===== src/rtl/fft_peak_reader.sv =====
// Read-side consumer of one channel's FFT result RAM: sweeps bins BIN_LO..BIN_HI, finds
// the bin with the largest |X|^2 and hands it downstream before re-arming the FFT wrapper.
module fft_peak_reader #(
    parameter int DATA_W = 14,
    parameter int ADDR_W = 10,
    parameter int RD_LAT = 1,
    parameter int BIN_LO = 1,
    parameter int BIN_HI = 511
) (
    input  logic                clk,
    input  logic                rst_n,
    input  logic                fft_ready,
    input  logic [2*DATA_W-1:0] ram_q,
    output logic [ADDR_W-1:0]   rd_addr,
    output logic                go,
    output logic                busy,
    output logic                result_valid,
    input  logic                result_ack,
    output logic [ADDR_W-1:0]   peak_bin,
    output logic [2*DATA_W-1:0] peak_mag,
    output logic [DATA_W-1:0]   peak_re,
    output logic [DATA_W-1:0]   peak_im,
    output logic [2:0]          dbg_state
);

    localparam int MAG_W = 2 * DATA_W;
    localparam logic [ADDR_W-1:0] ADDR_LO    = ADDR_W'(BIN_LO);
    localparam logic [ADDR_W-1:0] ADDR_HI    = ADDR_W'(BIN_HI);
    localparam logic [2:0]        DRAIN_LAST = 3'(RD_LAT + 1);

    typedef enum logic [2:0] {
        S_IDLE     = 3'd0,
        S_SCAN     = 3'd1,
        S_DRAIN    = 3'd2,
        S_HOLD     = 3'd3,
        S_RELEASE  = 3'd4,
        S_WAIT_LOW = 3'd5
    } state_t;

    state_t              state_q, state_d;
    logic [ADDR_W-1:0]   rd_addr_q, rd_addr_d;
    logic                go_q, go_d;
    logic                result_valid_q, result_valid_d;
    logic [2:0]          drain_cnt_q, drain_cnt_d;
    logic [ADDR_W-1:0]   peak_bin_q, peak_bin_d;
    logic [MAG_W-1:0]    peak_mag_q, peak_mag_d;
    logic [DATA_W-1:0]   peak_re_q, peak_re_d;
    logic [DATA_W-1:0]   peak_im_q, peak_im_d;

    logic                issue;
    logic                flush;
    logic                clear_max;

    // Read-issue tracking: one valid bit and address tag per cycle of RAM latency.
    logic [RD_LAT-1:0]   iss_vld_q, iss_vld_d;
    logic [ADDR_W-1:0]   iss_tag_q [RD_LAT];
    logic [ADDR_W-1:0]   iss_tag_d [RD_LAT];

    logic                      s1_vld_q, s1_vld_d;
    logic [ADDR_W-1:0]         s1_tag_q, s1_tag_d;
    logic [DATA_W-1:0]         s1_re_q, s1_re_d;
    logic [DATA_W-1:0]         s1_im_q, s1_im_d;
    logic [MAG_W-1:0]          s1_re2_q, s1_re2_d;
    logic [MAG_W-1:0]          s1_im2_q, s1_im2_d;

    logic [MAG_W-1:0]          max_mag_q, max_mag_d;
    logic [ADDR_W-1:0]         max_bin_q, max_bin_d;
    logic [DATA_W-1:0]         max_re_q, max_re_d;
    logic [DATA_W-1:0]         max_im_q, max_im_d;

    logic signed [MAG_W-1:0]   s0_re_ext, s0_im_ext;
    logic signed [MAG_W-1:0]   re_sq, im_sq;
    logic [MAG_W-1:0]          mag_sum;

    // Result handshake: result_valid rises with peak_* loaded and holds both stable
    // until result_ack is sampled high; result_ack is ignored while result_valid is low.
    always_comb begin
        state_d        = state_q;
        rd_addr_d      = rd_addr_q;
        go_d           = 1'b0;
        result_valid_d = result_valid_q;
        drain_cnt_d    = drain_cnt_q;
        peak_bin_d     = peak_bin_q;
        peak_mag_d     = peak_mag_q;
        peak_re_d      = peak_re_q;
        peak_im_d      = peak_im_q;
        issue          = 1'b0;
        flush          = 1'b0;
        clear_max      = 1'b0;
        case (state_q)
            S_IDLE: begin
                rd_addr_d = ADDR_LO;
                if (fft_ready) begin
                    state_d   = S_SCAN;
                    clear_max = 1'b1;
                end
            end
            S_SCAN: begin
                if (!fft_ready) begin
                    state_d   = S_IDLE;
                    rd_addr_d = ADDR_LO;
                    flush     = 1'b1;
                end else begin
                    issue = 1'b1;
                    if (rd_addr_q == ADDR_HI) begin
                        state_d     = S_DRAIN;
                        drain_cnt_d = 3'd0;
                    end else begin
                        rd_addr_d = rd_addr_q + ADDR_W'(1);
                    end
                end
            end
            S_DRAIN: begin
                if (!fft_ready) begin
                    state_d   = S_IDLE;
                    rd_addr_d = ADDR_LO;
                    flush     = 1'b1;
                end else if (drain_cnt_q == DRAIN_LAST) begin
                    // The last issued bin has left the compare stage; the running max is final.
                    state_d        = S_HOLD;
                    rd_addr_d      = ADDR_LO;
                    result_valid_d = 1'b1;
                    peak_bin_d     = max_bin_q;
                    peak_mag_d     = max_mag_q;
                    peak_re_d      = max_re_q;
                    peak_im_d      = max_im_q;
                end else begin
                    drain_cnt_d = drain_cnt_q + 3'd1;
                end
            end
            S_HOLD: begin
                if (result_ack) begin
                    state_d        = S_RELEASE;
                    result_valid_d = 1'b0;
                end
            end
            S_RELEASE: begin
                go_d    = 1'b1;
                state_d = S_WAIT_LOW;
            end
            S_WAIT_LOW: begin
                if (!fft_ready) begin
                    state_d = S_IDLE;
                end
            end
            default: begin
                state_d   = S_IDLE;
                rd_addr_d = ADDR_LO;
            end
        endcase
    end

    always_comb begin
        iss_vld_d    = iss_vld_q;
        iss_vld_d[0] = issue;
        iss_tag_d[0] = rd_addr_q;
        for (int i = 1; i < RD_LAT; i++) begin
            iss_vld_d[i] = iss_vld_q[i-1];
            iss_tag_d[i] = iss_tag_q[i-1];
        end
        if (flush) begin
            iss_vld_d = '0;
        end
    end

    assign s0_re_ext = MAG_W'(signed'(ram_q[2*DATA_W-1:DATA_W]));
    assign s0_im_ext = MAG_W'(signed'(ram_q[DATA_W-1:0]));
    assign re_sq     = s0_re_ext * s0_re_ext;
    assign im_sq     = s0_im_ext * s0_im_ext;
    // Each square is at most 2^(2*DATA_W-2), so the sum fits MAG_W bits unsigned.
    assign mag_sum   = s1_re2_q + s1_im2_q;

    always_comb begin
        s1_vld_d = iss_vld_q[RD_LAT-1] && !flush;
        s1_tag_d = iss_tag_q[RD_LAT-1];
        s1_re_d  = ram_q[2*DATA_W-1:DATA_W];
        s1_im_d  = ram_q[DATA_W-1:0];
        s1_re2_d = re_sq;
        s1_im2_d = im_sq;
    end

    // Strict compare so that on equal magnitudes the earliest (lowest) bin is kept.
    always_comb begin
        max_mag_d = max_mag_q;
        max_bin_d = max_bin_q;
        max_re_d  = max_re_q;
        max_im_d  = max_im_q;
        if (clear_max) begin
            max_mag_d = '0;
            max_bin_d = ADDR_LO;
            max_re_d  = '0;
            max_im_d  = '0;
        end else if (s1_vld_q && (mag_sum > max_mag_q)) begin
            max_mag_d = mag_sum;
            max_bin_d = s1_tag_q;
            max_re_d  = s1_re_q;
            max_im_d  = s1_im_q;
        end
    end

    always_ff @(posedge clk) begin
        if (!rst_n) begin
            state_q        <= S_IDLE;
            rd_addr_q      <= ADDR_LO;
            go_q           <= 1'b0;
            result_valid_q <= 1'b0;
            drain_cnt_q    <= 3'd0;
            peak_bin_q     <= '0;
            peak_mag_q     <= '0;
            peak_re_q      <= '0;
            peak_im_q      <= '0;
            iss_vld_q      <= '0;
            s1_vld_q       <= 1'b0;
            max_mag_q      <= '0;
            max_bin_q      <= ADDR_LO;
            max_re_q       <= '0;
            max_im_q       <= '0;
        end else begin
            state_q        <= state_d;
            rd_addr_q      <= rd_addr_d;
            go_q           <= go_d;
            result_valid_q <= result_valid_d;
            drain_cnt_q    <= drain_cnt_d;
            peak_bin_q     <= peak_bin_d;
            peak_mag_q     <= peak_mag_d;
            peak_re_q      <= peak_re_d;
            peak_im_q      <= peak_im_d;
            iss_vld_q      <= iss_vld_d;
            s1_vld_q       <= s1_vld_d;
            max_mag_q      <= max_mag_d;
            max_bin_q      <= max_bin_d;
            max_re_q       <= max_re_d;
            max_im_q       <= max_im_d;
        end
    end

    // Payload registers are qualified by the valids above and need no reset.
    always_ff @(posedge clk) begin
        for (int i = 0; i < RD_LAT; i++) begin
            iss_tag_q[i] <= iss_tag_d[i];
        end
        s1_tag_q <= s1_tag_d;
        s1_re_q  <= s1_re_d;
        s1_im_q  <= s1_im_d;
        s1_re2_q <= s1_re2_d;
        s1_im2_q <= s1_im2_d;
    end

    assign rd_addr      = rd_addr_q;
    assign go           = go_q;
    assign busy         = (state_q != S_IDLE);
    assign result_valid = result_valid_q;
    assign peak_bin     = peak_bin_q;
    assign peak_mag     = peak_mag_q;
    assign peak_re      = peak_re_q;
    assign peak_im      = peak_im_q;
    assign dbg_state    = state_q;

endmodule

===== config.mk =====
export PLATFORM = sky130hd
export DESIGN_NAME = fft_peak_reader
export DESIGN_NICKNAME = d
export VERILOG_FILES = /design/src/rtl/fft_peak_reader.sv
export SDC_FILE = /design/constraint.sdc
export NUM_CORES = 1
export LEC_CHECK = 0
export ABC_CLOCK_PERIOD_IN_PS = 21000
export BUFFER_PORTS_ARGS = -buffer_cell sky130_fd_sc_hd__buf_2
export CAP_MARGIN = 20
export CORE_ASPECT_RATIO = 0.8
export CORE_MARGIN = 2
export CORE_UTILIZATION = 60
export CTS_BUF_LIST = sky130_fd_sc_hd__clkbuf_16
export DETAILED_ROUTE_END_ITERATION = 10
export MAX_ROUTING_LAYER = met4
export PLACE_DENSITY_LB_ADDON = 0.12
export SKIP_CTS_REPAIR_TIMING = 1
export SLEW_MARGIN = 20
export SYNTH_ARGS = -nofsm -noshare
export SYNTH_HDL_FRONTEND = slang
export SYNTH_SLANG_ARGS = --single-unit

===== constraint.sdc =====
create_clock -name clk -period 21 [get_ports clk]
set_input_delay 3.15 -clock clk [delete_from_list [all_inputs] [get_ports clk]]
set_output_delay 3.15 -clock clk [all_outputs]
set_load 0.1 [all_outputs]

Word-level counts from Yosys, hierarchy flattened
Memories as Yosys holds them, arrays and structs flattened. A register that Yosys moved wholly into a read port is not among the register bits.
Index checks and enable logic that the tools add are counted.
{"block": "word_totals", "ff_bits": 236, "mem_bits_rw": 10, "inputBits": 32, "n_memories": 1}
{"block": "classes", "add_sub_neg": 3, "n_mul": 2, "order_cmp": 1, "eq_ne": 18, "mux": 27, "bitwise_logic": 3, "reduce_logical": 16}
{"name": "iss_tag_q", "words": 1, "word_bits": 10, "rd": 1, "rd_ports_with_merged_regs": 1, "write_ports": 1, "line_no": "56", "source": "logic [ADDR_W-1:0] iss_tag_q [RD_LAT];"}
{"op": "multiplier 14 x 14 -> 28 bit", "n": 2}
{"op": "two-way mux 10 bit", "n": 4}
{"op": "two-way mux 3 bit", "n": 11}
{"op": "one-hot mux 10 bit (3 select lines)", "n": 1}
{"op": "adder 28 bit", "n": 1}
{"op": "> comparator 28 bit", "n": 1}
{"op": "one-hot mux 3 bit (6 select lines)", "n": 1}
{"op": "!= test 2 bit (second input constant)", "n": 8}
{"op": "adder 10 x 1 -> 10 bit (second input constant)", "n": 1}
{"op": "== test 10 x 9 -> 1 bit (second input constant)", "n": 1}
{"op": "AND reduction 5 bit", "n": 2}
{"op": "== test 3 x 2 -> 1 bit (second input constant)", "n": 3}
{"op": "!= test 3 bit (second input constant)", "n": 3}
{"op": "two-way mux 1 bit", "n": 8}
{"op": "== test 3 bit (second input constant)", "n": 2}
{"op": "one-hot mux 3 bit (2 select lines)", "n": 1}
{"op": "AND reduction 3 bit", "n": 2}
{"op": "OR reduction 3 bit", "n": 2}
{"op": "AND reduction 4 bit", "n": 1}
{"op": "nonzero test 2 bit", "n": 2}
{"op": "OR reduction 2 bit", "n": 2}
{"op": "adder 3 x 1 -> 3 bit (second input constant)", "n": 1}
{"op": "== test 3 x 1 -> 1 bit (second input constant)", "n": 1}
{"op": "zero test 3 bit", "n": 1}
{"op": "5 further kinds", "n": 8}

Logic depth before layout (Yosys ltp)
{"block": "logic_depth", "word_depth": 5, "ltp_mapped": 24, "mapped_depth_nobuf": 23}

Worst setup path after synthesis
No wires, ideal clock.
{"block": "synth_timing", "path_kind": "input to register", "startpoint": "input ram_q[18]", "endpoint": "register s1_re2_q[27]", "setup_time_ps": 136, "arrival_ps": 8660, "slack_ps": 12204, "cell_stages": 22, "path_buffers": 1, "path_cell_list": "clkbuf_1 -> nand2_1 -> fa_1 -> inv_1 -> fa_1 -> fa_1 -> inv_1 -> fa_1 -> inv_1 -> fa_1 -> inv_1 -> fa_1 -> inv_1 -> ha_1 -> and3_1 -> a221o_1 -> o311ai_0 -> a21boi_0 -> o2111ai_1 -> a31oi_1 -> nor4_1 -> a311oi_1"}
{"block": "synth_via", "elab_chain_len": 1}
{"item": "start: declaration", "line_no": "13", "source": "input logic [2*DATA_W-1:0] ram_q,"}
{"item": "multiplier 14 x 14 -> 28 bit", "line_no": "168", "source": "assign re_sq = s0_re_ext * s0_re_ext;"}
{"item": "via re_sq[27]", "line_no": "72", "source": "logic signed [MAG_W-1:0] re_sq, im_sq;"}
{"item": "end signal: assignment", "line_no": "245", "source": "s1_re2_q <= s1_re2_d;"}
{"item": "end: declaration", "line_no": "63", "source": "logic [MAG_W-1:0] s1_re2_q, s1_re2_d;"}
The timed path passes the listed nets, and every way through them passes these cells.
A chain may end at the register's enable or synchronous reset.

Worst setup path after layout
Same ends and word-level chain as after synthesis.

==> flow_summary.toml <==
[yosys]
yosys_warnings = 0
ys_async_sr_fraction_pct = 0
ys_ff_latch = 252
syn_area_sq_um = 23420
synth-edff-count = 0
synth_area_per_cell_sq_um = 9.274
netlist_instances = 2526
synth-main-ff-cell = "dfxtp_1"
yosysUniqueCellTypes = 68
syn_nets = 3097
ys_seq_area_share_pct = 21.54

[sta]
finalSetupTns_ns = 0
skew_ns = 0.01660
tightest_slew_ns = 1.056
rsz0062_at_grt = "false"
final_max_slew_viol_count = 0
fin_crit_ns = 9.084
relSlewSlack_pct = 29.60
max_freq_mhz = 110.1
final_hold_viol_count = 0
min_period_over_period_pct = 43.26
setup_viol = 0

[floorplanning]
die_area_sq_um = 40650
initial_core_util_pct = 61.07
core-area_sq_um = 38360
die_h_um = 180.7
die_w_um = 224.9
ios = 114
rows = 64

[clock_network]
cts_tree = "built"
htree_num_levels = 1
clock_sinks = 252
cts_buffers = 27
clk_path_buf_depth = 3
insertion_delay_ns = 0.56
clk_pin_slew_ns = 0.06
cts_root_buffer = "clkbuf_16"

[global_route]
overflow = 0
gr-usage-all-layers_pct = 26.66
grt_pass1_vias = 17677
antenna_found_initial = 1
grt_pass1_wl_um = 85500
grt_max_degree = 88

[placed_design]
hpwl_um = 39690
gp_congestion = 0.8924
port-buffer-count = 113

[worst_setup_path]
crit_family = "adder cells"
rr_startpoint = "s1_re2_q[6]$_DFF_P_"
critPathMaxStageDelay_ns = 0.54
crit_start = "ram_q[18]"
critical_path.endpoint_type = "flop"
crit_slowest_cell = "fa_1"
crit_chain = "buf_2 -> nand2_1 -> fa_1 -> inv_1 -> fa_1 -> fa_1 -> inv_1 -> fa_1 -> inv_1 -> fa_1 -> inv_1 -> fa_1 -> inv_1 -> ha_1 -> and3_1 -> nor4bb_1 -> o311ai_0 -> a21boi_0 -> o2111ai_1 -> a31oi_1 -> nor4_1 -> a311oi_1"
criticalPathCategory = "input port to flop"
crit_required_ns = 21.47
cp_max_fo = 17
cp-start-kind = "input port"
cpMostUsedCell = "fa_1"
worstPathArrival_ns = 9.55
critical_path_buf_inv_count = 6

[routing]
ant_nets = 0
drc = 0
routed_wl_um = 49850
num_vias = 16777
drt_iter0_markers = 1003
vias_per_cell = 5.389
dr.pass1.iters = 5
routedWlPerCell_um = 16.01

[min_path]
worstHoldStart = "iss_tag_q[0][2]$_DFF_P_"
min_path_type = "flop to flop"

[run]
drv_cap = 0

[cells_and_area]
insertedDiodeCount = 0
area_delta_synth_final_pct = 8.194
final_common_cell = "inv_1"
layout_common_cells = "inv_1, fa_1, nand2_1"
drive_above_1_share_pct = 7.372
nets = 3168
n_fill_cell = 3212

[status]
run_status = "complete, no violations"
worst reg2reg max path: stages (launching register included):
cell and delay, ns:
dfxtp_1 0.30, ha_1 0.34, o21a_1 0.23, o2111ai_1 0.34, or3_1 0.29, a21boi_1 0.11, o21ai_0 0.43, a211o_1 0.21
nand4_1 0.20, ha_1 0.37, and4_1 0.23, and3_1 0.20, nand2_1 0.10, a21oi_1 0.05, a2111oi_0 0.86, a21o_1 0.70
a2111oi_0 0.17, a311o_1 0.35
registers in the layout, indices dropped and copies added, names as in the netlist, 10 cells and up:
name and count:
iss_tag_q 10, max_bin_q 10, max_im_q 14, max_mag_q 28, max_re_q 14, peak_bin 10, peak_im 14, peak_mag 28
peak_re 14, rd_addr 10, s1_im2_q 27, s1_im_q 13, s1_re2_q 27, s1_re_q 13, s1_tag_q 10
per-layer routing:
layer  part of all wire (%)  routed length [um]  vias up  track usage, %
li1                       -                   -     8054               -
met1                     45               22560     8338           35.84
met2                     48               24020      330           44.16
met3                    5.0                2500       55           3.415
met4                    1.5                 772        0           4.424
met5                      0                   0        -               -
worst paths after layout:
path / endpoint / slack, ns / cells past startpoint
min: s1_tag_q[2]$_DFF_P_ / 0.32 / 0
min reg2reg: s1_tag_q[2]$_DFF_P_ / 0.32 / 0
max: s1_re2_q[27]$_DFF_P_ / 11.92 / 22
max reg2reg: max_mag_q[26]$_SDFFE_PP0P_ / 15.41 / 17
cell families after synthesis:
group | Yosys count | synth area share (%)
AO/OA/AOI/OAI | 346 | 10.38
XOR/XNOR | 92 | 3.440
flip-flops | 252 | 21.54
adder cells (fa/ha/maj) | 539 | 39.97
buffers and inverters | 592 | 9.625
AND/OR/NAND/NOR | 652 | 12.77
multiplexers | 53 | 2.275
through the flow:
stage          area, sq um  utilization [%]  hold WS [ns]  setup WS [ns]  cells
2_1_floorplan        23430                -        0.3096          12.20   2526
3_3_place_gp         24360            63.50        0.3103          11.55   3063
3_5_place_dp         24360            63.50        0.3121          11.46   3063
4_1_cts              25340            66.08        0.3261          12.00   3113
5_1_grt              25340            66.08        0.3305          11.61   3113
6_report             25340            66.08        0.3240          11.92   3113
synth_stat cells (7+ instances only):
cell type    n  area, sq um
nand3_1     15        75.07
o21ai_0     36        180.2
a31o_2      10        87.58
a21boi_0    80        600.6
nand2_1    312         1171
nor2_1     122        457.9
inv_1      514         1929
mux2i_1     51        510.5
clkbuf_1    68        255.2
o311ai_0     8        70.07
and3_1      18        112.6
a21o_1      41        307.8
o21bai_1    16        120.1
fa_1       349         6987
xor2_1      19        166.4
o211ai_1     8        60.06
o21a_1      16        120.1
nand2b_1     8        50.05
nor3_1      21        105.1
a21oi_1     71        355.3
nand4_1      9        56.30
a211oi_1    10        75.07
and2_1      79        494.2
nor2b_1     29        181.4
or3_1        7        43.79
xnor2_1     73        639.4
ha_1       190         2377
dfxtp_1    252         5045
final cells by class:
type / instances / area [sq um] / share of cell area, %
multi-input combinational: 1682 / 16150 / 63.70
clock inverter: 23 / 311.5 / 1.229
sequential: 252 / 5045 / 19.91
tap: 495 / 619.3 / 2.444
timing repair buffer: 120 / 618.1 / 2.439
inverter: 514 / 1929 / 7.613
clock buffer: 27 / 675.6 / 2.666
Power is not shown: default switching activity piles up to over one toggle a cycle in this logic, so the estimate is an artifact.
